**config.mk**
```make
export PLATFORM = sky130hd
export DESIGN_NAME = raster_engine_param
export DESIGN_NICKNAME = d
export VERILOG_FILES = /design/src/rtl/raster_engine_param.sv
export SDC_FILE = /design/constraint.sdc
export NUM_CORES = 1
export LEC_CHECK = 0
export CORE_ASPECT_RATIO = 0.5
export CORE_MARGIN = 1.5
export CORE_UTILIZATION = 39
export DETAILED_ROUTE_END_ITERATION = 8
export SLEW_MARGIN = 20
export SYNTH_ARGS = -nofsm -noshare
export SYNTH_HDL_FRONTEND = slang
export SYNTH_SLANG_ARGS = --single-unit
```
**constraint.sdc**
```tcl
create_clock -name clk -period 3.1 [get_ports clk]
set_clock_uncertainty 0.05 [all_clocks]
set_input_delay 0.62 -clock clk [delete_from_list [all_inputs] [get_ports clk]]
set_output_delay 0.62 -clock clk [all_outputs]
set_load 0.03 [all_outputs]
```
**src/rtl/raster_engine_param.sv**
```systemverilog
`default_nettype none
// ============================================================================
// raster_engine_param : CLEAR/POINT/RECT/LINE rasterizer with continuous scan-out
// Macro RASTER_CLIP_EN : clip RECT pixels past the right/bottom edge (default wraps)
// Rev 1.0
// ============================================================================
module raster_engine_param #(
   parameter int  GRID_W  = 8,
   parameter int  GRID_H  = 8,
   parameter int  COLOR_W = 4,
   localparam int XW      = $clog2(GRID_W),
   localparam int YW      = $clog2(GRID_H)
) (
   input  logic               clk,
   input  logic               rst_n,
   input  logic               cmd_valid,
   output logic               cmd_ready,
   input  logic [1:0]         cmd_op,
   input  logic [XW-1:0]      cmd_x0,
   input  logic [YW-1:0]      cmd_y0,
   input  logic [XW-1:0]      cmd_x1,
   input  logic [YW-1:0]      cmd_y1,
   input  logic [COLOR_W-1:0] cmd_color,
   output logic               busy,
   output logic [COLOR_W-1:0] pixel_data,
   output logic               frame_sync
);

   localparam int MW   = (XW > YW) ? XW : YW;
   localparam int EW   = MW + 2;
   localparam int AW   = XW + YW;
   localparam int NPIX = GRID_W * GRID_H;

   typedef enum logic [1:0] {
      S_IDLE  = 2'd0,
      S_POINT = 2'd1,
      S_RECT  = 2'd2,
      S_LINE  = 2'd3
   } state_t;

   state_t state, state_nxt;

   logic [COLOR_W-1:0] fb [NPIX];
   logic [AW-1:0]      scan;

   logic [COLOR_W-1:0] color;
   logic [XW-1:0]      base_x, rect_w, ox;
   logic [YW-1:0]      base_y, rect_h, oy;

   logic [XW-1:0]      lx;
   logic [YW-1:0]      ly;
   logic               sx, sy, steep;
   logic [MW-1:0]      lmin, lmaj, cnt;
   logic [EW-1:0]      err;

   logic               accept, clear_fire;
   logic               wr_en;
   logic [XW-1:0]      wr_x, rect_x;
   logic [YW-1:0]      wr_y, rect_y;
   logic               rect_in, rect_last;
   logic [AW-1:0]      wr_idx;

   logic [XW-1:0]      dx_abs;
   logic [YW-1:0]      dy_abs;
   logic [MW-1:0]      dx_m, dy_m, maj_c, min_c;
   logic               steep_c;
   logic [EW-1:0]      err_init, err_step_hi, err_step_lo;

   assign cmd_ready  = (state == S_IDLE);
   assign busy       = ~cmd_ready;
   assign accept     = cmd_valid & cmd_ready;
   assign clear_fire = accept & (cmd_op == 2'b00);

   // Line setup: octant reduced to |major|/|minor| with direction signs
   assign dx_abs   = (cmd_x1 >= cmd_x0) ? cmd_x1 - cmd_x0 : cmd_x0 - cmd_x1;
   assign dy_abs   = (cmd_y1 >= cmd_y0) ? cmd_y1 - cmd_y0 : cmd_y0 - cmd_y1;
   assign dx_m     = MW'(dx_abs);
   assign dy_m     = MW'(dy_abs);
   assign steep_c  = dy_m > dx_m;
   assign maj_c    = steep_c ? dy_m : dx_m;
   assign min_c    = steep_c ? dx_m : dy_m;
   assign err_init = {1'b0, min_c, 1'b0} - {2'b00, maj_c};

   assign err_step_hi = {1'b0, lmin, 1'b0} - {1'b0, lmaj, 1'b0};
   assign err_step_lo = {1'b0, lmin, 1'b0};

`ifdef RASTER_CLIP_EN
   logic [XW:0] rect_xs;
   logic [YW:0] rect_ys;
   assign rect_xs = {1'b0, base_x} + {1'b0, ox};
   assign rect_ys = {1'b0, base_y} + {1'b0, oy};
   assign rect_x  = rect_xs[XW-1:0];
   assign rect_y  = rect_ys[YW-1:0];
   assign rect_in = ~rect_xs[XW] & ~rect_ys[YW];
`else
   assign rect_x  = base_x + ox;
   assign rect_y  = base_y + oy;
   assign rect_in = 1'b1;
`endif

   assign rect_last = (ox == rect_w) && (oy == rect_h);

   always_ff @(posedge clk or negedge rst_n) begin
      if (!rst_n) state <= S_IDLE;
      else        state <= state_nxt;
   end

   always_comb begin
      state_nxt = state;
      wr_en     = 1'b0;
      wr_x      = '0;
      wr_y      = '0;
      case (state)
         S_IDLE: begin
            if (accept) begin
               case (cmd_op)
                  2'b01:   state_nxt = S_POINT;
                  2'b10:   state_nxt = S_RECT;
                  2'b11:   state_nxt = S_LINE;
                  default: state_nxt = S_IDLE;
               endcase
            end
         end
         S_POINT: begin
            wr_en     = 1'b1;
            wr_x      = base_x;
            wr_y      = base_y;
            state_nxt = S_IDLE;
         end
         S_RECT: begin
            // Clipped pixels still burn their cycle
            wr_en = rect_in;
            wr_x  = rect_x;
            wr_y  = rect_y;
            if (rect_last) state_nxt = S_IDLE;
         end
         S_LINE: begin
            wr_en = 1'b1;
            wr_x  = lx;
            wr_y  = ly;
            if (cnt == '0) state_nxt = S_IDLE;
         end
         default: state_nxt = S_IDLE;
      endcase
   end

   always_ff @(posedge clk or negedge rst_n) begin
      if (!rst_n) begin
         color  <= '0;
         base_x <= '0;
         base_y <= '0;
         rect_w <= '0;
         rect_h <= '0;
         ox     <= '0;
         oy     <= '0;
         lx     <= '0;
         ly     <= '0;
         sx     <= 1'b0;
         sy     <= 1'b0;
         steep  <= 1'b0;
         lmin   <= '0;
         lmaj   <= '0;
         cnt    <= '0;
         err    <= '0;
      end else if (accept) begin
         color  <= cmd_color;
         base_x <= cmd_x0;
         base_y <= cmd_y0;
         rect_w <= cmd_x1;
         rect_h <= cmd_y1;
         ox     <= '0;
         oy     <= '0;
         lx     <= cmd_x0;
         ly     <= cmd_y0;
         sx     <= cmd_x1 < cmd_x0;
         sy     <= cmd_y1 < cmd_y0;
         steep  <= steep_c;
         lmin   <= min_c;
         lmaj   <= maj_c;
         cnt    <= maj_c;
         err    <= err_init;
      end else begin
         if (state == S_RECT) begin
            if (ox == rect_w) begin
               ox <= '0;
               oy <= oy + YW'(1);
            end else begin
               ox <= ox + XW'(1);
            end
         end
         if (state == S_LINE && cnt != '0) begin
            cnt <= cnt - MW'(1);
            // Non-negative error (including exactly zero) steps the minor axis
            if (steep) begin
               ly <= sy ? ly - YW'(1) : ly + YW'(1);
               if (!err[EW-1]) lx <= sx ? lx - XW'(1) : lx + XW'(1);
            end else begin
               lx <= sx ? lx - XW'(1) : lx + XW'(1);
               if (!err[EW-1]) ly <= sy ? ly - YW'(1) : ly + YW'(1);
            end
            err <= err + (err[EW-1] ? err_step_lo : err_step_hi);
         end
      end
   end

   assign wr_idx = {wr_y, wr_x};

   always_ff @(posedge clk or negedge rst_n) begin
      if (!rst_n) begin
         for (int i = 0; i < NPIX; i++) fb[i] <= '0;
      end else if (clear_fire) begin
         for (int i = 0; i < NPIX; i++) fb[i] <= cmd_color;
      end else if (wr_en) begin
         fb[wr_idx] <= color;
      end
   end

   // Scan-out reads the pre-edge framebuffer, so a same-edge write is not visible yet
   always_ff @(posedge clk or negedge rst_n) begin
      if (!rst_n) begin
         scan       <= '0;
         pixel_data <= '0;
         frame_sync <= 1'b0;
      end else begin
         pixel_data <= fb[scan];
         frame_sync <= (scan == '0);
         scan       <= scan + AW'(1);
      end
   end

endmodule
`default_nettype wire

```
== After elaboration in Yosys (flattened, before gate mapping) ==
Index checks and enable logic that the tools add are counted.
Storage, ports and cells
  flip-flop bits (word level): 314
  input port bits: 21
  output and inout bits: 7
  logic and storage cells: 185
Operators by class
  add/subtract/negate cells: 17
  $lt $le $gt $ge: 8
  eq/ne operators: 13
  multiplexer cells: 41
  bitwise logic cells: 5
  reduce and logical (&&, ||, !) cells: 17
Operators by type and width (count)
  $mux 256: 2
  $bwmux 256: 1
  $mux 3: 22
  $bmux 4 s6: 1
  $demux 4 s6: 1
  $pmux 3 s3: 2
  $mux 5: 3
  $ge 7x7->1 const B: 2
  $not 6->7: 2
  $add 3x1->3 const B: 4
  $mux 4: 3
  $sub 3x3->3: 4
  $sub 3x1->3 const B: 3
  $eq 2x2->1 const B: 4
  $pmux 2 s4: 1
  $reduce_bool 2->1: 4
  $lt 7x1->1 const B: 1
  $add 3x3->3: 2
  $add 6x1->6 const B: 1
  $eq 3x3->1: 2
  $ge 3x3->1: 2
  $logic_not 6->1: 1
  $lt 3x3->1: 2
  $mux 2: 3
  other kinds (19): 28

== Logic depth before layout (Yosys ltp) ==
Gate-level depths: netlist of run 1.
  word-level depth: 10
  gate-level depth with buffers: 19
  gate-level depth less buffers: 19

== Worst setup path after synthesis of run 1 ==
No wires, ideal clock.
  path kind: input to register
  start: input port cmd_y0[0]
  end: register err[3]
  setup time: 95 ps
  arrival time: 4212 ps
  data required time: 2955 ps
  path slack: -1257 ps
  cell stages on the path: 16
  buffers on the path: 0
  path through: inv_1 -> ha_1 -> nand2b_1 -> a21o_1 -> a21oi_1 -> mux2_2 -> ha_1 -> nor2b_1 -> or2_2 -> a21oi_1 -> mux2_2 -> ha_1 -> a21o_1 -> a41o_1 -> and3_1 -> o31ai_1
On the way
  longest elaborated chain between the ends: 6
  elaborated cells on any way between the ends: 9
  those cells by class: add/sub (3); order compare (2); mux (4)
Ends and longest elaborated chain
  from (decl): line 20  | input logic [YW-1:0] cmd_y0,
  $sub 3x3->3 / $ge 3x3->1 (equally long branches): line 76  | assign dy_abs = (cmd_y1 >= cmd_y0) ? cmd_y1 - cmd_y0 : cmd_y0 - cmd_y1;
  $mux 3 *: line 76
  $gt 3x3->1: line 79  | assign steep_c = dy_m > dx_m;
  $mux 3 (on tied branches): line 81, 80
  $sub 4x3->5 *: line 82  | assign err_init = {1'b0, min_c, 1'b0} - {2'b00, maj_c};
  $mux 5 *: line 165  | end else if (accept) begin
  to (signal assigned): line 181  | err <= err_init;
  to (signal assigned): line 201  | err <= err + (err[EW-1] ? err_step_lo : err_step_hi);
  to (decl): line 54  | logic [EW-1:0] err;
Mark *: on every way between the ends. The rest lies on a longest branch, timed or not.
A chain may end at the register's enable or synchronous reset.

== Worst setup path after layout of run 1 ==
  start: input port cmd_y1[0]
  end: register err[1]
On the way
  longest elaborated chain between the ends: 6
  elaborated cells on any way between the ends: 9
  those cells by class: add/sub (3); order compare (2); mux (4)
Ends and longest elaborated chain
  from (decl): line 22  | input logic [YW-1:0] cmd_y1,
  $sub 3x3->3 / $ge 3x3->1 (equally long branches): line 76
  $mux 3 *: line 76
  $gt 3x3->1: line 79
  $mux 3 (on tied branches): line 81, 80
  $sub 4x3->5 *: line 82
  $mux 5 *: line 165
Marks and branches as above.

==> reports/qor.txt, run 1 <==
Distinct cells, synth - 69
total wire length - 48.7 mm
Final ANT Viol Nets - 0
Least-Margin Pin Slew - 903 ps
Post-Syn Area per Cell - 12.0 um2
non-filler cells, final - 2103
Commonest cells post-synth - dfrtp_1 (313), nor3_1 (125), a211oi_1 (115)
status - finished with violations
register bit total from synthesis - 313
share of cells above drive strength 1 - 31.9%
GR Util All Layers - 22.5%
final setup fails - 4
Peak Freq - 0.284 GHz
Yosys top cell by area - dfrtp_1
CP Max Fanout - 5
Post-DP HPWL - 33.5 mm
crit end category - flop
Initial Util - 39.7%
max cap viols - 0
syn nets - 1461
via count - 12100
violated checks - hold timing, setup timing
crit share post-route - 114%
RSZ-0062 raised after global routing - yes
Mapped Area - 0.0168 mm2
die area - 0.0443 mm2
most frequent cell after synthesis - dfrtp_1
vias in the first global route - 12800
pre-CTS setup slack - -1550 ps
CP startpoint kind - input pin
DP Area - 0.0185 mm2
n_diodes - 0
Core ar. - 0.0422 mm2
CTS clk-pin slew, worst paths - 60 ps
Final Instance Area - 0.0199 mm2
die height - 150 um
Placed Cells incl. Taps - 2023
Leak Pwr - 8.48 nW
row cnt - 53
Vias per Instance - 5.75
RePlAce Congestion - 0.847
post-route setup slack - -427 ps
WL/cell - 23.2 um
Post-synth EDFFs - 0
CTS tree - done
CTS Sinks - 313
main flop type after synthesis - dfrtp_1
cell count after synthesis - 1402
GRT overflow - 0
largest net degree at the start of global routing - 95
Max Slew Vio Count - 0
later-pin clock latency in the skew report - 580 ps
max_slew headroom - 39.8%
first-pass GRT wire length - 76.4 mm
WP data arrival - 3940 ps
nets - 1562
Clock Path Buffers - 3
area grow syn2layout - 18.6%
H-tree lvl count - 1
TritonCTS Buffers - 31
post-layout min period - 3530 ps
PortBufs - 27
Die X - 296 um
Iter 0 DRT Violations - 1029
Post-synth ARST share - 100%
ranking of synthesized cells by area - dfrtp_1 (47%), mux4_2 (11%), mux2i_1 (5.4%), a211oi_1 (5.2%), mux2_2 (4.3%)
CTS root buf - clkbuf_16
peak supply drop - 0.547 mV
synth warn - 0
R2R setup slack - 110 ps
final hold vios - 4
sequential-to-total area share from yosys stat - 46.7%
Cell Pwr Density - 1040 mW/mm2
hold crit path type - input pin to async pin
Initial DRT Pass Iterations - 5
Req. time, crit path - 3510 ps
overall power - 20.8 mW
WS Path Type - input pin to flop
DRC - 0
antenna violations before repair - 1
io pins - 28
Yosys top cell area share - 46.7%
worst hold slack - -23.5 ps
-- critical path, cell delays in order --
cell and delay (ps):
buf_4 130, inv_2 80, ha_4 150, inv_2 50, fa_2 350, mux2_4 280
o22ai_4 180, a21o_1 130, inv_2 50, ha_4 250, buf_4 140, a31oi_4 280
mux2_4 370, fa_2 590, nor2_2 30, a221o_1 260
-- cell type report --
cell class | count | area (um2)
sequential | 313 | 7840
clock inverter | 8 | 72.6
multi-input combinational | 937 | 8560
inverter | 36 | 138
fill | 3794 | 22300
tap | 577 | 722
clock buffer | 48 | 930
timing repair buffer | 184 | 1620
-- path summary, 6_finish.rpt --
| kind | start | end | depth (start not counted) |
|---|---|---|---|
| max | cmd_y1[0] | err[1]$_DFFE_PN0P_ | 16 |
| min | rst_n | rect_w[2]$_DFFE_PN0P_ | 1 |
| max reg2reg | base_y[0]$_DFFE_PN0P_ | fb[130]$_DFFE_PN0P_ | 9 |
| min reg2reg | fb[154]$_DFFE_PN0P_ | fb[154]$_DFFE_PN0P_ | 1 |
| max in group asynchronous | rst_n | scan[0]$_DFF_PN0_ | 2 |
| min in group clk | cmd_y0[0] | base_y[0]$_DFFE_PN0P_ | 4 |
-- kinds of logic (layout without fill, tap and decap cells) --
| logic type | after synthesis | in the layout | synth area share, % |
|---|---|---|---|
| simple gates | 330 | 330 | 11.0 |
| mux | 241 | 241 | 20.9 |
| flops | 313 | 313 | 46.7 |
| fa+ha+maj | 38 | 38 | 3.33 |
| xor+xnor | 22 | 22 | 1.31 |
| compound gates | 306 | 306 | 12.4 |
| buf+inv | 152 | 276 | 4.29 |
-- cells in the final DEF (no fill, tap or decap), types with 9 or more instances in the layout --
| cell type | instances |
|---|---|
| a211oi_1 | 114 |
| a21o_1 | 10 |
| a21oi_1 | 100 |
| buf_12 | 15 |
| buf_4 | 144 |
| clkbuf_16 | 31 |
| clkbuf_8 | 9 |
| clkdlybuf4s50_1 | 14 |
| dfrtp_1 | 311 |
| ha_1 | 16 |
| ha_4 | 11 |
| inv_1 | 25 |
| inv_2 | 10 |
| mux2_2 | 60 |
| mux2i_1 | 88 |
| mux4_2 | 79 |
| nand2_1 | 91 |
| nand3_1 | 9 |
| nor2_1 | 12 |
| nor2_2 | 9 |
| nor2_4 | 26 |
| nor3_1 | 125 |
| o21ai_0 | 24 |
| xnor2_1 | 12 |
-- flip-flops by register name, summed over array words and instances, names as in the netlist, 4 cells and up --
name,cells
color,4
err,4
fb,256
pixel_data,4
scan,6
-- repair_timing --
| item | in CTS | in global routing |
|---|---|---|
| setup endpoints to repair | 16 | 53 |
| hold buffers | 0 | 0 |
| hold endpoints to repair | 0 | 0 |
| buffers inserted | 13 | 11 |
| resized for setup | 52 | 26 |
| cloned | 0 | 0 |
| pin swaps | 15 | 15 |
-- report_power, final --
part / internal (mW) / total [mW] / switching [mW]
sequential: 6.02 / 7.40 / 1.38
clock: 2.13 / 3.80 / 1.67
combinational: 4.51 / 9.56 / 5.05
-- metal layers --
layer | global-route usage, % | share of wire [%] | vias to the layer above
li1 | - | - | 5408
met1 | 29.9 | 43 | 6224
met2 | 36.8 | 47 | 389
met3 | 5.94 | 7.4 | 78
met4 | 5.87 | 2.4 | 0
met5 | 0 | 0 | -
-- stage by stage --
stage / util [%] / setup TNS [ps]
6_report: 47.1 / -1410
5_1_grt: 47.1 / -1840
4_1_cts: 46.7 / -1480
3_5_place_dp: 43.9 / -14310
3_3_place_gp: 43.9 / -11550
2_1_floorplan: - / -2780
Power figures use the tool's default switching activity.
==> run 2, diff against run 1 <==
--- a/config.mk
+++ b/config.mk
@@ -8,6 +8,7 @@
 export CORE_ASPECT_RATIO = 0.5
 export CORE_MARGIN = 1.5
 export CORE_UTILIZATION = 39
+export CTS_BUF_LIST = sky130_fd_sc_hd__clkbuf_16
 export DETAILED_ROUTE_END_ITERATION = 8
 export SLEW_MARGIN = 20
 export SYNTH_ARGS = -nofsm -noshare
==> constraint.sdc (replaced) <==
create_clock -name clk -period 2.99 [get_ports clk]
set_clock_uncertainty 0.05 [all_clocks]
set_input_delay 0.598 -clock clk [delete_from_list [all_inputs] [get_ports clk]]
set_output_delay 0.598 -clock clk [all_outputs]
set_load 0.03 [all_outputs]
==> reports/qor.txt, run 2 (synthesized netlist as in run 1, its figures left out) <==
status - finished with violations (unchanged)
violated checks - setup timing (was hold timing, setup timing)
Least-Margin Pin Slew - 944 ps (was 903 ps)
peak supply drop - 0.464 mV (was 0.547 mV)
Iter 0 DRT Violations - 950 (was 1029)
final setup fails - 4 (unchanged)
area grow syn2layout - 19.8% (was 18.6%)
Clock Path Buffers - 3 (unchanged)
GRT overflow - 0 (unchanged)
Initial Util - 39.7% (unchanged)
PortBufs - 27 (unchanged)
Final ANT Viol Nets - 0 (unchanged)
later-pin clock latency in the skew report - 590 ps (was 580 ps)
post-layout util - 47.6% (was 47.1%)
Internal - 13.4 mW (was 12.7 mW)
flip-flop count of the largest register after layout - 256 (unchanged)
Req. time, crit path - 3400 ps (was 3510 ps)
Peak Freq - 0.285 GHz
CTS clk-pin slew, worst paths - 60 ps (about the same)
non-filler cells, final - 2105 (was 2103)
H-tree lvl count - 1 (unchanged)
die area - 0.0443 mm2 (unchanged)
crit end category - flop (unchanged)
GR Util met1 - 29.7% (was 29.9%)
via count - 12200 (was 12100)
Initial DRT Pass Iterations - 5 (unchanged)
total wire length - 47.5 mm (was 48.7 mm)
Reg-to-Reg End - fb[247]$_DFFE_PN0P_ (was fb[130]$_DFFE_PN0P_)
max cap viols - 0 (unchanged)
fillers - 3759 (was 3794)
vias in the first global route - 12700 (was 12800)
Core ar. - 0.0422 mm2 (unchanged)
commonest non-fill, non-tap cell in the layout - dfrtp_1 (unchanged)
Hold EP - rect_w[2]$_DFFE_PN0P_
Clk pwr share - 19.3% (was 18.3%)
WL/cell - 22.6 um (was 23.2 um)
crit share post-route - 117%
CTS tree - done (unchanged)
worst hold slack - 361 ps (was -23.5 ps)
share of cells above drive strength 1 - 31.6% (was 31.9%)
Top reg by flops - fb (unchanged)
CTS root buf - clkbuf_16 (unchanged)
io pins - 28 (unchanged)
row cnt - 53 (unchanged)
RSZ-0062 raised after global routing - yes (unchanged)
Reg-to-Reg Start - base_x[0]$_DFFE_PN0P_ (was base_y[0]$_DFFE_PN0P_)
max_slew headroom - 37.1% (was 39.8%)
largest net degree at the start of global routing - 79 (was 95)
DP Area - 0.0188 mm2 (was 0.0185 mm2)
Hold Path Cell Cnt - 3
switching pwr - 8.23 mW (was 8.10 mW)
n_diodes - 0 (unchanged)
Seq pwr share - 34.4% (was 35.6%)
CP Max Fanout - 5 (unchanged)
Vias per Instance - 5.81 (was 5.75)
GR Util All Layers - 22.0% (was 22.5%)
Switching Fraction - 38.0% (was 39.0%)
R2R setup slack - 100 ps (was 110 ps)
met3 Use GR - 4.26% (was 5.94%)
Die X - 296 um (unchanged)
Top Usage Layer GRT - met2 (unchanged)
Max Slew Vio Count - 0 (unchanged)
hold crit path type - input pin to flop (was input pin to async pin)
logic gate share of total power - 46.3% (was 46.1%)
WP data arrival - 3920 ps (was 3940 ps)
DRC - 0 (unchanged)
Leak Pwr - 8.58 nW (was 8.48 nW)
antenna violations before repair - 0 (was 1)
final hold vios - 0 (was 4)
Largest regs - fb x256, scan x6 (unchanged)
first-pass GRT wire length - 75.0 mm (was 76.4 mm)
most frequent cells in the layout - dfrtp_1 (311), buf_4 (141), nor3_1 (123), a211oi_1 (114), a21oi_1 (101) (was dfrtp_1 (311), buf_4 (144), nor3_1 (125), a211oi_1 (114), a21oi_1 (100))
Post-DP HPWL - 32.7 mm (was 33.5 mm)
CP startpoint kind - input pin (unchanged)
post-route setup slack - -523 ps (was -427 ps)
WS Path Type - input pin to flop (unchanged)
RePlAce Congestion - 0.873 (was 0.847)
nets - 1565 (was 1562)
Final Instance Area - 0.0201 mm2 (was 0.0199 mm2)
met2 Usage GRT - 36.3% (was 36.8%)
die height - 150 um (unchanged)
Placed Cells incl. Taps - 2042 (was 2023)
overall power - 21.6 mW (was 20.8 mW)
TritonCTS Buffers - 30 (was 31)
CTS Sinks - 313 (unchanged)
Cell Pwr Density - 1080 mW/mm2 (was 1040 mW/mm2)
hold_sp - cmd_x1[2]
R2R cell count - 9 (unchanged)
post-layout min period - 3510 ps
[run 2: changes by cell type in the layout (fill, tap and decap cells not counted), sizes merged, moves of 2 or more]
| cell | before | now |
|---|---|---|
| clkbuf | 51 | 32 |
| bufinv | 1 | 7 |
| inv | 37 | 42 |
| clkdlybuf4s15 | 0 | 3 |
| clkinv | 6 | 9 |
| buf | 163 | 165 |
[run 2: worst max-delay path, stage by stage]
cell and delay (ps):
buf_8 100, inv_4 50, ha_4 190, nand2b_4 140, a21o_1 180, a21oi_2 130
mux2i_1 260, inv_1 130, ha_4 260, nor2b_4 120, or2_4 260, a21oi_4 190
a31oi_4 90, mux2_4 350, fa_1 550, nor2_1 40, a221o_1 270
[run 2: power groups by stage]
stage / clock network (mW) / logic [mW] / registers (mW)
6_report: 4.17 / 10.0 / 7.46
5_1_grt: 4.41 / 10.7 / 7.69
4_1_cts: 4.23 / 9.90 / 7.45
3_5_place_dp: 0 / 9.77 / 7.52
3_3_place_gp: 0 / 9.45 / 7.41
2_1_floorplan: 0 / 6.75 / 7.10
[run 2: through the flow]
stage	setup WS (ps)	TNS [ps]
after CTS	-488	-1830
after floorplan	-816	-3340
after global routing	-627	-2560
after detailed placement	-1620	-15490
final	-523	-1930
after global placement	-1450	-13710
[run 2: metal layers]
metal	routed length, um	up-vias	part of all wire, %
li1	-	5420	-
met1	20300	6277	43
met2	22400	450	47
met3	3490	85	7.3
met4	1380	0	2.9
met5	0	-	0
[run 2: timing repair]
item,4_1_cts,5_1_grt
endpoints found under the setup margin,30,110
resized for setup,58,14
pin swaps,15,9
gates cloned,0,0
setup buffers,8,1
hold buffers,1,0
endpoints found under the hold margin,26,0
[run 2: area by class of cell]
class / count / area [um2] / area share, %
Multi-Input combinational cell: 937 / 8580 / 42.7
Sequential cell: 313 / 7840 / 39.0
Timing Repair Buffer: 188 / 1750 / 8.70
Clock buffer: 31 / 776 / 3.86
Tap cell: 577 / 722 / 3.59
Clock inverter: 23 / 284 / 1.41
Inverter: 36 / 140 / 0.698
[run 2: worst max-delay path by stage]
stage	from	end	slack (ps)	depth (start not counted)
after global routing	cmd_x0[0]	err[3]$_DFFE_PN0P_	-630	20
after floorplan	cmd_x1[0]	err[1]$_DFFE_PN0P_	-820	15
after detailed placement	cmd_y0[0]	err[1]$_DFFE_PN0P_	-1620	16
after global placement	cmd_x0[0]	err[4]$_DFFE_PN0P_	-1450	19
after CTS	cmd_x0[0]	err[1]$_DFFE_PN0P_	-490	18
final	cmd_x0[0]	err[1]$_DFFE_PN0P_	-520	17
==> run 3, diff against run 2 <==
--- a/config.mk
+++ b/config.mk
@@ -6,7 +6,7 @@
 export NUM_CORES = 1
 export LEC_CHECK = 0
 export CORE_ASPECT_RATIO = 0.5
-export CORE_MARGIN = 1.5
+export CORE_MARGIN = 3
 export CORE_UTILIZATION = 39
 export CTS_BUF_LIST = sky130_fd_sc_hd__clkbuf_16
 export DETAILED_ROUTE_END_ITERATION = 8
==> reports/qor.txt, run 3 (synthesized netlist as in run 1, its figures left out) <==
status - finished with violations (unchanged)
violated checks - hold timing, setup timing (was setup timing)
CP startpoint kind - input pin (unchanged)
CP Cell Sequence - buf_8 > buf_4 > ha_4 > fa_1 > mux2i_1 > inv_1 > ha_4 > nor2b_4 > or2_4 > a21oi_4 > a31oi_4 > mux2_4 > fa_2 > nor2_1 > a221o_1 (was buf_8 > inv_4 > ha_4 > nand2b_4 > a21o_1 > a21oi_2 > mux2i_1 > inv_1 > ha_4 > nor2b_4 > or2_4 > a21oi_4 > a31oi_4 > mux2_4 > fa_1 > nor2_1 > a221o_1)
later-pin clock latency in the skew report - 580 ps (was 590 ps)
commonest non-fill, non-tap cell in the layout - dfrtp_1 (unchanged)
final hold vios - 4 (was 0)
Initial Util - 40.5% (was 39.7%)
Final ANT Viol Nets - 0 (unchanged)
flip-flop count of the largest register after layout - 256 (unchanged)
Largest regs - fb x256, scan x6 (unchanged)
CTS root buf - clkbuf_16 (unchanged)
Clock Path Buffers - 3 (unchanged)
Least-Margin Pin Slew - 969 ps (was 944 ps)
peak supply drop - 0.489 mV (was 0.464 mV)
DP Area - 0.0189 mm2 (was 0.0188 mm2)
area grow syn2layout - 20.2% (was 19.8%)
non-filler cells, final - 2115 (was 2105)
antenna violations before repair - 0 (unchanged)
Worst path max stage delay - 580 ps (was 550 ps)
CTS Sinks - 313 (unchanged)
WL/cell - 23.2 um (was 22.6 um)
crit end category - flop (unchanged)
GR Util All Layers - 21.5% (was 22.0%)
Final Instance Area - 0.0202 mm2 (was 0.0201 mm2)
TritonCTS Buffers - 31 (was 30)
CTS tree - done (unchanged)
hold crit path type - input pin to async pin (was input pin to flop)
RSZ-0062 raised after global routing - yes (unchanged)
post-layout util - 48.7% (was 47.6%)
Top reg by flops - fb (unchanged)
die area - 0.0456 mm2 (was 0.0443 mm2)
cell mode on critical path - ha_4 (unchanged)
first-pass GRT wire length - 77.5 mm (was 75.0 mm)
crit share post-route - 117% (about the same)
Reg-to-Reg Start - ox[0]$_DFFE_PN0P_ (was base_x[0]$_DFFE_PN0P_)
Cell Pwr Density - 1080 mW/mm2 (about the same)
Post-DP HPWL - 33.9 mm (was 32.7 mm)
post-layout min period - 3490 ps (was 3510 ps)
H-tree lvl count - 1 (unchanged)
R2R setup slack - 100 ps (about the same)
vias in the first global route - 12900 (was 12700)
Initial DRT Pass Iterations - 5 (unchanged)
Max Slew Vio Count - 0 (unchanged)
die height - 153 um (was 150 um)
Vias per Instance - 5.84 (was 5.81)
GRT overflow - 0 (unchanged)
Iter 0 DRT Violations - 1003 (was 950)
WP data arrival - 3900 ps (was 3920 ps)
worst hold slack - -4.35 ps (was 361 ps)
Leak Pwr - 8.65 nW (was 8.58 nW)
Peak Freq - 0.286 GHz (was 0.285 GHz)
critical path's slowest cell - fa_2 (was fa_1)
via count - 12400 (was 12200)
RePlAce Congestion - 0.891 (was 0.873)
CTS clk-pin slew, worst paths - 60 ps (about the same)
share of cells above drive strength 1 - 33.0% (was 31.6%)
io pins - 28 (unchanged)
CP Max Fanout - 5 (unchanged)
Reg-to-Reg End - fb[249]$_DFFE_PN0P_ (was fb[247]$_DFFE_PN0P_)
PortBufs - 27 (unchanged)
final setup fails - 4 (unchanged)
WS Path Type - input pin to flop (unchanged)
Req. time, crit path - 3400 ps (about the same)
n_diodes - 0 (unchanged)
DRC - 0 (unchanged)
most frequent cells in the layout - dfrtp_1 (311), buf_4 (157), nor3_1 (125), a211oi_1 (114), a21oi_1 (98) (was dfrtp_1 (311), buf_4 (141), nor3_1 (123), a211oi_1 (114), a21oi_1 (101))
max_slew headroom - 35.3% (was 37.1%)
R2R cell count - 8 (was 9)
nets - 1584 (was 1565)
max cap viols - 0 (unchanged)
Placed Cells incl. Taps - 2042 (unchanged)
total wire length - 49.1 mm (was 47.5 mm)
Die X - 299 um (was 296 um)
Core ar. - 0.0414 mm2 (was 0.0422 mm2)
largest net degree at the start of global routing - 88 (was 79)
post-route setup slack - -503 ps (was -523 ps)
row cnt - 52 (was 53)
run 3: cell count changes in the layout (fill, tap and decap cells not counted), moves of 3 or more:
cell and change:
buf_4 +16, inv_1 -5, clkinv_1 +4, nor2_2 +4, nor2_4 -4, a21oi_1 -3
bufinv_16 -3, clkdlybuf4s15_2 -3, clkinv_2 +3, inv_2 +3
run 3: repair_timing:
action                     4_1_cts  5_1_grt
setup endpoints to repair       17       91
setup buffers                    9        9
pin swaps                       17       14
hold buffers                     0        0
cloned                           0        0
gates resized for setup         58       26
run 3: layer usage:
layer  vias up  routed length (um)  GRT usage [%]
met5         -                   0              0
met4         0                1340           5.42
met3        90                2810           3.13
met2       411               23300           35.1
met1      6389               21700           30.3
li1       5464                   -              -
run 3: power by group:
part,switching (mW),internal (mW)
logic,5.35,4.89
registers,1.29,6.24
clock network,1.72,2.22
run 3: how the worst max path moves through the flow:
| stage | startpoint | endpoint | slack (ps) | cells after the start |
|---|---|---|---|---|
| after detailed placement | cmd_x0[0] | err[3]$_DFFE_PN0P_ | -1590 | 20 |
| final | cmd_x0[0] | err[1]$_DFFE_PN0P_ | -500 | 15 |
| after global placement | cmd_x0[0] | err[3]$_DFFE_PN0P_ | -1450 | 20 |
| after CTS | cmd_y0[0] | err[1]$_DFFE_PN0P_ | -480 | 17 |
| after floorplan | cmd_x1[0] | err[1]$_DFFE_PN0P_ | -820 | 15 |
| after global routing | cmd_x0[0] | err[3]$_DFFE_PN0P_ | -640 | 20 |
run 3: worst max-delay path, delay by kind of cell:
kind	cells	cell delay [ps]
muxes	2	540
adders and majority gates	4	1440
AOI/OAI and AO/OA	3	540
buffers and inverters	3	350
and+or+nand+nor	3	430
run 3: final cells by class:
| type | count | area [um2] |
|---|---|---|
| clock buffer | 31 | 776 |
| clock inverter | 25 | 220 |
| fill | 3676 | 21200 |
| inverter | 36 | 140 |
| multi-input combinational | 937 | 8590 |
| sequential | 313 | 7840 |
| tap | 567 | 709 |
| timing repair buffer | 206 | 1880 |
run 3: stage by stage:
stage	power (mW)	setup TNS, ps	hold slack [ps]	setup slack [ps]
floorplan	13.9	-3340	252	-816
global placement	17.0	-13150	425	-1450
detailed placement	17.5	-14680	432	-1590
CTS	21.6	-1650	13.0	-483
global route	23.0	-2280	37.3	-641
finish	21.7	-1770	-4.35	-503
